<file path="config.mk">
export PLATFORM = sky130hd
export DESIGN_NAME = mem_arbiter_flat
export DESIGN_NICKNAME = d
export VERILOG_FILES = /design/src/rtl/mem_arbiter_pkg.sv /design/src/rtl/mem_arbiter_if.sv /design/src/rtl/mem_arbiter_pick.sv /design/src/rtl/mem_arbiter.sv /design/src/flat_wrapper.sv
export SDC_FILE = /design/constraint.sdc
export NUM_CORES = 1
export LEC_CHECK = 0
export BUFFER_PORTS_ARGS = -buffer_cell sky130_fd_sc_hd__buf_2
export CAP_MARGIN = 20
export CORE_AREA = 5 5 143 145
export DETAILED_ROUTE_END_ITERATION = 12
export DIE_AREA = 0 0 148 150
export GPL_TIMING_DRIVEN = 0
export PLACE_DENSITY = 0.79
export SYNTH_ARGS = -nofsm -noshare
export SYNTH_HDL_FRONTEND = slang
export SYNTH_HIERARCHICAL = 1
export SYNTH_SLANG_ARGS = --single-unit
</file>
<file path="constraint.sdc">
create_clock -name clk -period 5.1 [get_ports clk]
set_clock_uncertainty 0.15 [all_clocks]
set_input_delay 0.765 -clock clk [delete_from_list [all_inputs] [get_ports clk]]
set_output_delay 0.765 -clock clk [all_outputs]
set_load 0.05 [all_outputs]
</file>
<file path="src/rtl/mem_arbiter_pkg.sv">
// Shared types and constants for the I/D-cache main-memory arbiter.
package mem_arbiter_pkg;

    localparam int unsigned LAT_CNT_WIDTH = 4;

    typedef enum logic [1:0] {
        StIdle = 2'd0,
        StBusy = 2'd1,
        StDone = 2'd2
    } state_e;

    function automatic int unsigned line_width(input int unsigned word_size);
        return 4 * word_size;
    endfunction

endpackage

</file>
<file path="src/rtl/mem_arbiter_if.sv">
// Cache-side and memory-side bus of the arbiter; master = arbiter, slave = caches plus memory model.
interface mem_arbiter_if #(
    parameter int unsigned WORD_SIZE = 16
);
    import mem_arbiter_pkg::*;

    localparam int unsigned LineW = line_width(WORD_SIZE);

    logic                 i_req;
    logic [WORD_SIZE-1:0] i_addr;
    logic [LineW-1:0]     i_rdata;
    logic                 i_ack;

    logic                 d_req;
    logic                 d_we;
    logic [WORD_SIZE-1:0] d_addr;
    logic [LineW-1:0]     d_wdata;
    logic [LineW-1:0]     d_rdata;
    logic                 d_ack;

    logic                 m_readM;
    logic                 m_writeM;
    logic [WORD_SIZE-1:0] m_addr;
    logic [LineW-1:0]     m_wdata;
    logic [LineW-1:0]     m_rdata;

    modport master (
        input  i_req, i_addr, d_req, d_we, d_addr, d_wdata, m_rdata,
        output i_rdata, i_ack, d_rdata, d_ack, m_readM, m_writeM, m_addr, m_wdata
    );

    modport slave (
        output i_req, i_addr, d_req, d_we, d_addr, d_wdata, m_rdata,
        input  i_rdata, i_ack, d_rdata, d_ack, m_readM, m_writeM, m_addr, m_wdata
    );

endinterface

</file>
<file path="src/rtl/mem_arbiter_pick.sv">
// Combinational winner select between I- and D-cache requests.
// MEM_ARB_RR_EN selects round-robin ties; otherwise D always beats I.
module mem_arbiter_pick (
    input  logic i_req_icache,
    input  logic i_req_dcache,
`ifdef MEM_ARB_RR_EN
    input  logic i_last_dcache,
`endif
    output logic o_grant_any,
    output logic o_grant_dcache
);

    always_comb begin
        o_grant_any = i_req_icache | i_req_dcache;
`ifdef MEM_ARB_RR_EN
        // Tie goes to whoever did not win last time.
        if (i_req_icache && i_req_dcache) begin
            o_grant_dcache = ~i_last_dcache;
        end else begin
            o_grant_dcache = i_req_dcache;
        end
`else
        o_grant_dcache = i_req_dcache;
`endif
    end

endmodule

</file>
<file path="src/rtl/mem_arbiter.sv">
// Shares the line-wide main-memory port between I-cache and D-cache, one access at a time.
// Define MEM_ARB_RR_EN for round-robin tie breaking instead of fixed D-over-I priority.
module mem_arbiter
    import mem_arbiter_pkg::*;
#(
    parameter int unsigned WORD_SIZE   = 16,
    parameter int unsigned MEM_LATENCY = 4
) (
    input  logic          clk,
    input  logic          reset_n,
    mem_arbiter_if.master bus
);

    localparam int unsigned              LineW     = line_width(WORD_SIZE);
    localparam logic [LAT_CNT_WIDTH-1:0] LastCnt   = LAT_CNT_WIDTH'(MEM_LATENCY - 1);
    localparam logic [WORD_SIZE-1:0]     AlignMask = ~WORD_SIZE'(3);

    state_e                   r_state;
    state_e                   w_state_next;
    logic [LAT_CNT_WIDTH-1:0] r_cnt;
    logic                     r_sel_d;
    logic [WORD_SIZE-1:0]     r_addr;
    logic [LineW-1:0]         r_wdata;
    logic [LineW-1:0]         r_i_rdata;
    logic [LineW-1:0]         r_d_rdata;
    logic                     r_readM;
    logic                     r_writeM;
    logic                     r_i_ack;
    logic                     r_d_ack;

    logic                     w_readM_next;
    logic                     w_writeM_next;
    logic                     w_i_ack_next;
    logic                     w_d_ack_next;
    logic                     w_grant_any;
    logic                     w_grant_d;
    logic                     w_grant;
    logic                     w_last_beat;
    logic                     w_d_write;
    logic [WORD_SIZE-1:0]     w_addr_sel;

    // r_sel_d doubles as the last-winner register in round-robin builds.
    mem_arbiter_pick u_pick (
        .i_req_icache  (bus.i_req),
        .i_req_dcache  (bus.d_req),
`ifdef MEM_ARB_RR_EN
        .i_last_dcache (r_sel_d),
`endif
        .o_grant_any   (w_grant_any),
        .o_grant_dcache(w_grant_d)
    );

    assign w_grant     = (r_state == StIdle) && w_grant_any;
    assign w_last_beat = (r_state == StBusy) && (r_cnt == LastCnt);
    assign w_d_write   = w_grant_d && bus.d_we;
    assign w_addr_sel  = w_grant_d ? bus.d_addr : bus.i_addr;

    always_ff @(posedge clk) begin
        if (!reset_n) begin
            r_state <= StIdle;
        end else begin
            r_state <= w_state_next;
        end
    end

    always_comb begin
        w_state_next = r_state;
        unique case (r_state)
            StIdle:  if (w_grant_any) w_state_next = StBusy;
            StBusy:  if (r_cnt == LastCnt) w_state_next = StDone;
            StDone:  w_state_next = StIdle;
            default: w_state_next = StIdle;
        endcase
    end

    always_comb begin
        w_readM_next  = 1'b0;
        w_writeM_next = 1'b0;
        w_i_ack_next  = 1'b0;
        w_d_ack_next  = 1'b0;
        unique case (r_state)
            StIdle: begin
                w_readM_next  = w_grant_any && !w_d_write;
                w_writeM_next = w_grant_any && w_d_write;
            end
            StBusy: begin
                if (w_last_beat) begin
                    w_i_ack_next = ~r_sel_d;
                    w_d_ack_next = r_sel_d;
                end else begin
                    w_readM_next  = r_readM;
                    w_writeM_next = r_writeM;
                end
            end
            default: ;
        endcase
    end

    always_ff @(posedge clk) begin
        if (!reset_n) begin
            r_cnt     <= '0;
            r_sel_d   <= 1'b0;
            r_addr    <= '0;
            r_wdata   <= '0;
            r_i_rdata <= '0;
            r_d_rdata <= '0;
            r_readM   <= 1'b0;
            r_writeM  <= 1'b0;
            r_i_ack   <= 1'b0;
            r_d_ack   <= 1'b0;
        end else begin
            r_readM  <= w_readM_next;
            r_writeM <= w_writeM_next;
            r_i_ack  <= w_i_ack_next;
            r_d_ack  <= w_d_ack_next;
            if (w_grant) begin
                r_sel_d <= w_grant_d;
                r_addr  <= w_addr_sel & AlignMask;
                r_cnt   <= '0;
                if (w_grant_d) r_wdata <= bus.d_wdata;
            end else if (r_state == StBusy) begin
                r_cnt <= r_cnt + LAT_CNT_WIDTH'(1);
            end
            if (w_last_beat && r_readM) begin
                if (r_sel_d) r_d_rdata <= bus.m_rdata;
                else         r_i_rdata <= bus.m_rdata;
            end
        end
    end

    assign bus.m_readM  = r_readM;
    assign bus.m_writeM = r_writeM;
    assign bus.m_addr   = r_addr;
    assign bus.m_wdata  = r_wdata;
    assign bus.i_rdata  = r_i_rdata;
    assign bus.d_rdata  = r_d_rdata;
    assign bus.i_ack    = r_i_ack;
    assign bus.d_ack    = r_d_ack;

endmodule

</file>
<file path="src/flat_wrapper.sv">
// flat-port wrapper written by rule: the top's interface ports become plain ports
module mem_arbiter_flat import mem_arbiter_pkg::*;
#(
    parameter int unsigned WORD_SIZE   = 16,
    parameter int unsigned MEM_LATENCY = 4
)
  (clk, reset_n, bus_i_req, bus_i_addr, bus_d_req, bus_d_we, bus_d_addr, bus_d_wdata, bus_m_rdata, bus_i_rdata, bus_i_ack, bus_d_rdata, bus_d_ack, bus_m_readM, bus_m_writeM, bus_m_addr, bus_m_wdata);
  mem_arbiter_if #(.WORD_SIZE(WORD_SIZE)) bus_i ();
  input  logic clk;
  input  logic reset_n;
  input wire logic [$bits(bus_i.i_req)-1:0] bus_i_req;
  input wire logic [$bits(bus_i.i_addr)-1:0] bus_i_addr;
  input wire logic [$bits(bus_i.d_req)-1:0] bus_d_req;
  input wire logic [$bits(bus_i.d_we)-1:0] bus_d_we;
  input wire logic [$bits(bus_i.d_addr)-1:0] bus_d_addr;
  input wire logic [$bits(bus_i.d_wdata)-1:0] bus_d_wdata;
  input wire logic [$bits(bus_i.m_rdata)-1:0] bus_m_rdata;
  output wire logic [$bits(bus_i.i_rdata)-1:0] bus_i_rdata;
  output wire logic [$bits(bus_i.i_ack)-1:0] bus_i_ack;
  output wire logic [$bits(bus_i.d_rdata)-1:0] bus_d_rdata;
  output wire logic [$bits(bus_i.d_ack)-1:0] bus_d_ack;
  output wire logic [$bits(bus_i.m_readM)-1:0] bus_m_readM;
  output wire logic [$bits(bus_i.m_writeM)-1:0] bus_m_writeM;
  output wire logic [$bits(bus_i.m_addr)-1:0] bus_m_addr;
  output wire logic [$bits(bus_i.m_wdata)-1:0] bus_m_wdata;
  assign bus_i.i_req = bus_i_req;
  assign bus_i.i_addr = bus_i_addr;
  assign bus_i.d_req = bus_d_req;
  assign bus_i.d_we = bus_d_we;
  assign bus_i.d_addr = bus_d_addr;
  assign bus_i.d_wdata = bus_d_wdata;
  assign bus_i.m_rdata = bus_m_rdata;
  assign bus_i_rdata = bus_i.i_rdata;
  assign bus_i_ack = bus_i.i_ack;
  assign bus_d_rdata = bus_i.d_rdata;
  assign bus_d_ack = bus_i.d_ack;
  assign bus_m_readM = bus_i.m_readM;
  assign bus_m_writeM = bus_i.m_writeM;
  assign bus_m_addr = bus_i.m_addr;
  assign bus_m_wdata = bus_i.m_wdata;
  mem_arbiter #(.WORD_SIZE(WORD_SIZE), .MEM_LATENCY(MEM_LATENCY)) u_core (.clk(clk), .reset_n(reset_n), .bus(bus_i));
endmodule
</file>
==> summary.txt, run 1 <==
Clocking
  • CTS Buffer Depth: 3
  • Root buffer selected by CTS: clkbuf_16
  • Sink Count: 217
  • CTS clk-pin slew, worst paths: 0.06 ns
  • Num CTS Buffers: 23
  • CTS tree: built
  • Post-CTS Hold Buffers: 0
  • Post-CTS sizing: 0
  • Clk_lat worst skew: 0.50 ns
  • Postcts setup bufs: 0
  • Htree depth: 1

Synth
  • Syn Std Cell Area: 8340 sq um
  • Cells after Synth: 886
  • Flops & latches, synth: 217
  • Mean Syn Cell Area: 9.41 sq um
  • Yosys warning total: 6
  • Post-synth EDFFs: 0
  • Asr flop ratio synth: 0
  • Post-synthesis sequential area ratio: 0.521
  • Post-synthesis cell type count: 33
  • Predominant post-synthesis flop cell: dfxtp_1

Pwr
  • Max IR drop VDD: 0.266 mV
  • Logic pwr share: 0.117
  • P_int: 2850 uW
  • Tot Pwr: 3870 uW
  • P_sw: 1020 uW
  • Seq pwr share: 0.457
  • Pwr/cell area: 344 nW/um^2
  • Clock Power Share: 0.426
  • Leakage: 0.00570 uW
  • Switching part of the total: 0.263

Worst setup path
  • Worst r2r src: u_core/r_cnt[0]
  • Crit. End Element: output port
  • WP buf/inv: 1
  • R2R cell count: 6
  • CP startpoint: u_core/bus.d_rdata[0]
  • Critical-path cell list: buf_2
  • End of the critical path: bus_d_rdata[0]
  • Path length in cells of the critical path: 1
  • Crit path largest cell delay: 0.39 ns
  • RR Endpoint: u_core/bus.d_rdata[41]
  • Worst EP arrival: 1.19 ns
  • Crit-path leading delay family: flip-flops
  • Startpoint types: flop
  • Slowest CP cell: dfxtp_1
  • Critical Path RT: 4.18 ns
  • CP Class: reg2out
  • R2R Setup Slk: 3.23 ns
  • Max FO, Critical Path: 2

Floorplan
  • Die area: 22,200 sq um
  • Top-level I/O count: 377
  • Die Y: 150 microns
  • Std-Cell Core Area: 19,100 sq um
  • Die X: 148 microns
  • Initial Utilization: 0.437
  • Rows: 51

Run
  • MaxCap Viol Count: 0

GRT
  • First-pass GRT wire length: 40,600 microns
  • Antenna violations before repair: 1
  • Vias in the first global route: 7,964
  • Pin count of the biggest net entering global routing: 14
  • Gr ovfl total: 0
  • GRT Util Overall: 0.223

Cells and area
  • ANT cells: 0
  • Area grow syn2layout: 34.9%
  • Share of cells above drive strength 1: 0.341
  • Fillers: 1,638
  • Nets@finish: 1,447

STA
  • Worst Tran Pin Value: 0.766 ns
  • Post-route setup TNS: 0 ns
  • # setup viols final: 0
  • Slew Limit Fails: 0
  • Fmax: 475 MHz
  • Min Tclk post-route: 2.10 ns
  • RSZ-0062 raised after global routing: false
  • Max transition margin: 0.489
  • Final Hold Fails: 0
  • Fin crit share: 0.413

Detailed routing
  • Via Count: 7,708
  • DR DRC count: 0
  • Drt total wl: 26,200 microns
  • Pre-antenna DRT Iters: 5
  • DR iter-0 viols: 314
  • Avg Vias per Cell: 5.02
  • Wirelength per Cell: 17.0 microns
  • Antenna viol nets, final: 0

Placed design
  • Detailed placement HPWL: 19,800 microns
  • RePlAce Congestion: 0.895
  • PortBufs: 369

Outcome
  • Run status: completed

Worst hold path
  • Worst Hold Class: reg2reg
## sequential cells by signal, indices dropped and copies added (netlist names)
name	count
u_core/bus.d_ack	1
u_core/bus.m_wdata	64
u_core/r_state	2
u_core/r_sel_d	1
u_core/bus.i_rdata	64
u_core/bus.m_writeM	1
u_core/r_cnt	4
u_core/bus.i_ack	1
u_core/bus.m_addr	14
u_core/bus.m_readM	1
u_core/bus.d_rdata	64
## worst min path at each step
stage                                 from                endpoint  slack, ns  cells past startpoint
floorplan                   u_core/r_sel_d        u_core/bus.i_ack       0.28                      1
global placement    u_core/bus.m_wdata[42]  u_core/bus.m_wdata[42]       0.29                      2
detailed placement  u_core/bus.d_rdata[39]  u_core/bus.d_rdata[39]       0.30                      2
CTS                 u_core/bus.m_wdata[16]  u_core/bus.m_wdata[16]       0.31                      2
global route               bus_d_wdata[41]  u_core/bus.m_wdata[41]       0.32                      3
finish              u_core/bus.m_wdata[58]  u_core/bus.m_wdata[58]       0.30                      2
## cells in the final DEF (no fill, tap or decap), drive strengths merged, types with 2 or more instances in the layout
master	n
buf	402
nand2	275
dfxtp	217
mux2i	143
clkbuf	78
nand3	68
o21ai	66
o211a	14
nor2b	8
clkinv	4
inv	2
nand4	2
conb	2
nor3b	2
## metal layers
layer  GRT usage  up-vias  part of all wire
met5           0        -           0.00050
met4      0.0596        2             0.020
met3      0.0678       42             0.095
met2       0.407      322              0.50
met1       0.254     3580              0.38
li1            -     3762                 -
## power by group through the flow
stage               Clock (uW)  Sequential (uW)  Combinational, uW
floorplan                    0             1950                142
finish                    1650             1770                453
CTS                       1680             1770                455
global route              1770             1770                487
global placement             0             1800                449
detailed placement           0             1800                454
## cell usage after synthesis, types with 2 or more instances
library cell    n  area (sq um)
mux2i_1       143          1430
buf_6          10           113
buf_2           8          40.0
buf_1           4          15.0
nand4_1         2          12.5
dfxtp_1       217          4340
nand3_1        68           340
o211a_1        14           140
clkbuf_1       42           158
o21ai_0        66           330
buf_4           4          30.0
nand2_1       275          1030
buf_12          7           140
nor2b_1         7          43.8
## cells by family after synthesis
kind of cell | after synthesis | synth area share
other cells | 1 | 0.000450
compound gates | 85 | 0.0612
flops | 217 | 0.521
simple gates | 364 | 0.185
buf+inv | 75 | 0.0594
fa+ha+maj | 1 | 0.00150
mux | 143 | 0.172
## layout make-up
class                      instances  area, sq um  area share
tap                              238          298      0.0265
multi-input combinational        595         3500       0.311
clock inverter                     6         37.5     0.00334
clock buffer                      36          724      0.0644
buffer                            75          495      0.0440
sequential                       217         4340       0.386
timing repair buffer             369         1850       0.164
## stage by stage
step	std cells	setup slack, ns	cell area [sq um]	hold slack, ns	util
3_3_place_gp	1494	2.54	10500	0.289	0.550
4_1_cts	1536	2.98	11200	0.306	0.590
6_report	1536	3.00	11200	0.304	0.590
2_1_floorplan	887	3.02	8340	0.282	-
5_1_grt	1536	2.86	11200	0.316	0.590
3_5_place_dp	1494	2.50	10500	0.296	0.550
Power figures use the tool's default switching activity.
==> inputs of run 2 (changes only) <==
- CORE_AREA: 5 5 143 145 -> default
- CORE_MARGIN: default -> 5
- CORE_UTILIZATION: default -> 42
- DIE_AREA: 0 0 148 150 -> default
- clock period: 5.1 -> 1.8 ns (I/O delays scaled with it)
==> run 2 against run 1 <==
The flow now finishes with violations (setup timing). Hold slack worse by 0.28 ns. Clock-buffer cell count down 4. Via count up 18%. Combinational power rose to 3.6 times the previous value. Clock power rose to 2.8 times the previous value. Critical path type is now reg2reg. Critical endpoint is now u_core/bus.d_rdata[26]. Largest power group unchanged. Highest routed layer is now met4.
==> summary.txt, run 2 (synthesized netlist as in run 1, its figures left out) <==
Worst setup path
  • Crit-path leading delay family: simple AND/OR/NAND/NOR gates
  • Slowest CP cell: dfxtp_2
  • Critical Path RT: 2.06 ns
  • R2R Setup Slk: -0.03 ns
  • CP Class: reg2reg
  • Critical-path cell list: ha_4 > nor3b_4 > and4_4 > clkbuf_16 > clkbuf_16 > mux2i_1
  • R2R cell count: 6
  • WP buf/inv: 2
  • RR Endpoint: u_core/bus.d_rdata[26]
  • Crit path largest cell delay: 0.36 ns
  • Worst EP arrival: 2.09 ns
  • Crit. End Element: flop
  • Startpoint types: flop
  • Most used cell, CP: clkbuf_16
  • Max FO, Critical Path: 5
  • Worst r2r src: u_core/r_cnt[0]

Floorplan
  • Initial Utilization: 0.427
  • Rows: 51
  • Die X: 151 microns
  • Die Y: 151 microns
  • Std-Cell Core Area: 19,500 sq um
  • Top-level I/O count: 377
  • Die area: 22,800 sq um

GRT
  • Antenna violations before repair: 0
  • Vias in the first global route: 9,203
  • First-pass GRT wire length: 48,100 microns
  • GRT Util Overall: 0.263
  • Gr ovfl total: 0
  • Pin count of the biggest net entering global routing: 14

Cells and area
  • Commonest non-fill, non-tap cell in the layout: buf_2
  • Nets@finish: 1,612
  • Most frequent cells in the layout: buf_2, nand2_1, dfxtp_1, dlygate4sd3_1, mux2i_1
  • Share of cells above drive strength 1: 0.317
  • Fillers: 1,347
  • Area of the multi-input gates: 3540 sq um
  • Area grow syn2layout: 56.9%
  • Reg area: 4350 sq um

Pwr
  • Max IR drop VDD: 0.693 mV
  • Pwr/cell area: 860 nW/um^2
  • Leakage: 0.00646 uW

Placed design
  • Setup WS pre-CTS: -0.378 ns
  • Detailed placement HPWL: 20,500 microns
  • PortBufs: 369
  • RePlAce Congestion: 0.912

Clocking
  • Htree depth: 1
  • CTS clk-pin slew, worst paths: 0.06 ns
  • CTS tree: built
  • Clk_lat worst skew: 0.50 ns
  • Sink Count: 217
  • Num CTS Buffers: 23
  • CTS Buffer Depth: 3
  • Root buffer selected by CTS: clkbuf_16

Detailed routing
  • DR iter-0 viols: 502
  • Drt total wl: 33,500 microns
  • DR DRC count: 0
  • Pre-antenna DRT Iters: 5
  • Avg Vias per Cell: 5.25
  • Wirelength per Cell: 19.4 microns
  • Via Count: 9,062
  • Antenna viol nets, final: 0

Outcome
  • Run status: finished, violations left
  • Failing checks: setup timing

STA
  • Final Hold Fails: 0
  • Min Tclk post-route: 1.83 ns
  • Setup ws final: -0.0329 ns
  • Fin crit share: 1.02
  • RSZ-0062 raised after global routing: true
  • Max transition margin: 0.435
  • Worst Tran Pin Value: 0.848 ns
  • Post-route setup TNS: -0.115 ns
  • # setup viols final: 5
  • Slew Limit Fails: 0
  • Fmax: 546 MHz
  • Hold WS: 0.0192 ns

Worst hold path
  • Worst Hold Launch: bus_i_addr[13]
  • Hold Crit Endpoint: u_core/bus.m_addr[13]
  • Hold depth: 4
  • Worst Hold Class: in2reg

Run
  • MaxCap Viol Count: 0
==> run 2: cell types whose count changed in the layout (fill, tap and decap cells not counted), moves of 2 or more <==
cell and delta:
clkbuf_2 +6, dfxtp_1 -3, dlygate4sd3_1 +155, dfxtp_2 +3, mux2i_1 -3, clkbuf_16 +8
clkbuf_8 -4, mux2i_2 +2, clkbuf_1 -6
==> run 2: per-layer routing <==
metal,up-vias,global-route usage,part of all wire
met5,-,0,0
met2,600,0.471,0.50
met3,133,0.0688,0.098
met4,0,0.135,0.050
li1,4088,-,-
met1,4241,0.286,0.35
==> run 2: what timing repair did <==
| action | CTS | global route |
|---|---|---|
| endpoints found under the hold margin | 207 | 0 |
| pin swaps | 0 | 1 |
| buffers inserted | 1 | 1 |
| hold buffers | 155 | 0 |
| setup endpoints to repair | 49 | 119 |
| gates cloned | 0 | 8 |
| gates resized for setup | 3 | 22 |
==> run 2: worst max-delay path by stage <==
stage | from | to | slack (ns) | cells past startpoint
3_3_place_gp | reset_n | u_core/bus.d_rdata[10] | -0.31 | 5
3_5_place_dp | reset_n | u_core/bus.d_rdata[7] | -0.38 | 5
6_report | u_core/r_cnt[0] | u_core/bus.d_rdata[26] | -0.03 | 6
5_1_grt | u_core/r_cnt[1] | u_core/bus.d_rdata[25] | -0.08 | 6
2_1_floorplan | u_core/bus.m_readM | u_core/bus.d_rdata[10] | 0.15 | 4
4_1_cts | u_core/r_cnt[0] | u_core/bus.d_rdata[31] | 0.005 | 6
==> run 2: report_power, final <==
group | total (uW) | internal, uW | switching (uW) | leakage, uW
Combinational | 1640 | 606 | 1030 | 0.00433
Clock | 4590 | 2720 | 1860 | 0.000368
Sequential | 5020 | 4930 | 85.7 | 0.00176
==> run 2: worst register-to-register path, cell delays in order (launching register included) <==
cell       delay [ns]
dfxtp_2          0.36
ha_4             0.15
nor3b_4          0.22
and4_4           0.32
clkbuf_16        0.18
clkbuf_16        0.15
mux2i_1          0.22
==> run 2: metrics by stage <==
step | util | power (uW) | cell area [sq um] | cells
final | 0.670 | 11200 | 13100 | 1726
after global routing | 0.670 | 11600 | 13100 | 1725
after floorplan | - | 5930 | 8340 | 887
after CTS | 0.656 | 11200 | 12800 | 1716
after global placement | 0.539 | 6380 | 10500 | 1521
after detailed placement | 0.539 | 6400 | 10500 | 1521
==> run 2: cell type report <==
cell class                 instances  area share
sequential                       217       0.332
clock buffer                      32      0.0512
clock inverter                     7     0.00488
timing repair buffer             534       0.277
antenna                            1    0.000191
multi-input combinational        595       0.271
tap                              265      0.0253
buffer                            75      0.0384
==> inputs of run 3 (changes only) <==
- REMOVE_ABC_BUFFERS: default -> 1
==> run 3 against run 2 <==
The run still ends with setup timing left. Fmax up 1.3%. Clock power down 1%. Die area unchanged. Sequential share of layout area up 0.45 points. First-iteration DRC count up 6.2%. Register-to-register slack better by 0.02 ns.
==> summary.txt, run 3 (synthesized netlist as in run 1, its figures left out) <==
Outcome
  • Run status: finished, violations left
  • Failing checks: setup timing

Placed design
  • RePlAce Congestion: 0.774
  • Placed cells: 1,458
  • Detailed placement HPWL: 16,400 microns
  • PortBufs: 370

Worst setup path
  • Slowest CP cell: dfxtp_2
  • Crit-path leading delay family: simple AND/OR/NAND/NOR gates
  • R2R Setup Slk: -0.01 ns
  • Crit. End Element: flop
  • CP Class: reg2reg
  • Worst r2r src: u_core/r_state[0]
  • Critical Path RT: 2.06 ns
  • Worst EP arrival: 2.07 ns
  • Path length in cells of the critical path: 5
  • End of the critical path: u_core/bus.d_rdata[33]
  • RR Endpoint: u_core/bus.d_rdata[33]
  • Crit path largest cell delay: 0.47 ns
  • CP startpoint: u_core/r_state[0]
  • Critical-path cell list: nor2b_4 > and4_4 > buf_12 > clkbuf_16 > mux2i_1
  • WP buf/inv: 2
  • Max FO, Critical Path: 10
  • R2R cell count: 5
  • Startpoint types: flop

Detailed routing
  • Drt total wl: 31,400 microns
  • DR iter-0 viols: 533
  • DR DRC count: 0
  • Antenna viol nets, final: 0
  • Wirelength per Cell: 18.8 microns
  • Via Count: 8,672
  • Avg Vias per Cell: 5.19
  • Pre-antenna DRT Iters: 6

Pwr
  • Max IR drop VDD: 0.565 mV
  • Clock Power Share: 0.407
  • Switching part of the total: 0.265
  • Seq pwr share: 0.450
  • Leakage: 0.00634 uW
  • Logic pwr share: 0.143
  • Pwr/cell area: 861 nW/um^2
  • P_int: 8190 uW
  • P_sw: 2950 uW

Cells and area
  • Commonest non-fill, non-tap cell in the layout: buf_2
  • Area grow syn2layout: 55.0%
  • Most frequent cells in the layout: buf_2, nand2_1, dfxtp_1, dlygate4sd3_1, mux2i_1
  • Share of cells above drive strength 1: 0.321
  • Final cell count without fillers: 1,670
  • Nets@finish: 1,555
  • Final core utilization: 0.662

Clocking
  • CTS tree: built
  • Sink Count: 217
  • CTS clk-pin slew, worst paths: 0.06 ns
  • Htree depth: 1
  • Root buffer selected by CTS: clkbuf_16
  • CTS Buffer Depth: 3
  • Num CTS Buffers: 23
  • Clk_lat worst skew: 0.49 ns

Floorplan
  • Std-Cell Core Area: 19,500 sq um
  • Die area: 22,800 sq um
  • Die X: 151 microns
  • Initial Utilization: 0.427
  • Top-level I/O count: 377
  • Rows: 51
  • Die Y: 151 microns

STA
  • Slew Limit Fails: 0
  • Max transition margin: 0.508
  • Setup ws final: -0.0103 ns
  • Fmax: 552 MHz
  • Worst Tran Pin Value: 0.737 ns
  • Min Tclk post-route: 1.81 ns
  • # setup viols final: 5
  • RSZ-0062 raised after global routing: true
  • Fin crit share: 1.01
  • Final Hold Fails: 0

Worst hold path
  • Worst Hold Class: in2reg

GRT
  • Pin count of the biggest net entering global routing: 184
  • Vias in the first global route: 8,466
  • Antenna violations before repair: 1
  • GRT Util Overall: 0.233
  • Gr ovfl total: 0
  • First-pass GRT wire length: 42,900 microns

Run
  • MaxCap Viol Count: 0
-- run 3: worst min-delay path by stage --
stage                           startpoint                endpoint  slack (ns)  cells past startpoint
global route                 bus_d_addr[9]    u_core/bus.m_addr[9]        0.05                      4
detailed placement  u_core/bus.d_rdata[15]  u_core/bus.d_rdata[15]        0.29                      2
finish                       bus_d_addr[9]    u_core/bus.m_addr[9]        0.04                      4
global placement    u_core/bus.d_rdata[60]  u_core/bus.d_rdata[60]        0.29                      2
floorplan                          reset_n          u_core/r_sel_d        0.24                      1
CTS                          bus_d_addr[9]    u_core/bus.m_addr[9]       0.001                      4
-- run 3: routing by layer --
layer  GRT usage  up-vias  wire (microns)
li1            -     3970               -
met1       0.255     4037           10900
met5           0        -               0
met3      0.0619      119            3200
met4       0.109        0            1840
met2       0.419      546           15500
-- run 3: tightest hold or removal path: stages --
cell     delay [ns]
buf_2          0.09
mux2i_1        0.08
nand2_1        0.07
o211a_1        0.13
-- run 3: power by group through the flow --
stage | registers, uW | logic, uW | clock network (uW)
after floorplan | 5530 | 264 | 0
after global placement | 5100 | 1190 | 0
after detailed placement | 5100 | 1210 | 0
after CTS | 5000 | 1490 | 4600
after global routing | 5030 | 1670 | 4820
final | 5020 | 1590 | 4530
-- run 3: cell type report --
type	instances	area, sq um
fillers	1356	6600
flip-flops and latches	217	4350
repair buffers	550	3940
multi-input cells	597	3580
clock buffers	33	653
well taps	265	332
clock inverters	7	68.8
diodes	1	2.50
-- run 3: per-stage QoR --
stage | hold slack (ns) | setup TNS, ns | area [sq um] | worst slack [ns] | power, uW
after detailed placement | 0.294 | -69.40 | 10200 | -0.746 | 6310
after floorplan | 0.238 | -218.55 | 7850 | -2.51 | 5790
after CTS | 0.00111 | -1.27 | 12500 | -0.0765 | 11100
after global placement | 0.289 | -721.81 | 10000 | -3.95 | 6280
after global routing | 0.0471 | -2.52 | 12900 | -0.0681 | 11500
final | 0.0385 | -0.0210 | 12900 | -0.0103 | 11100
-- run 3: timing repair --
item,4_1_cts,5_1_grt
hold endpoints to repair,208,0
resized for setup,10,18
hold buffers,155,0
cloned,1,15
buffers inserted,3,1
pin swaps,2,4
setup endpoints to repair,153,170
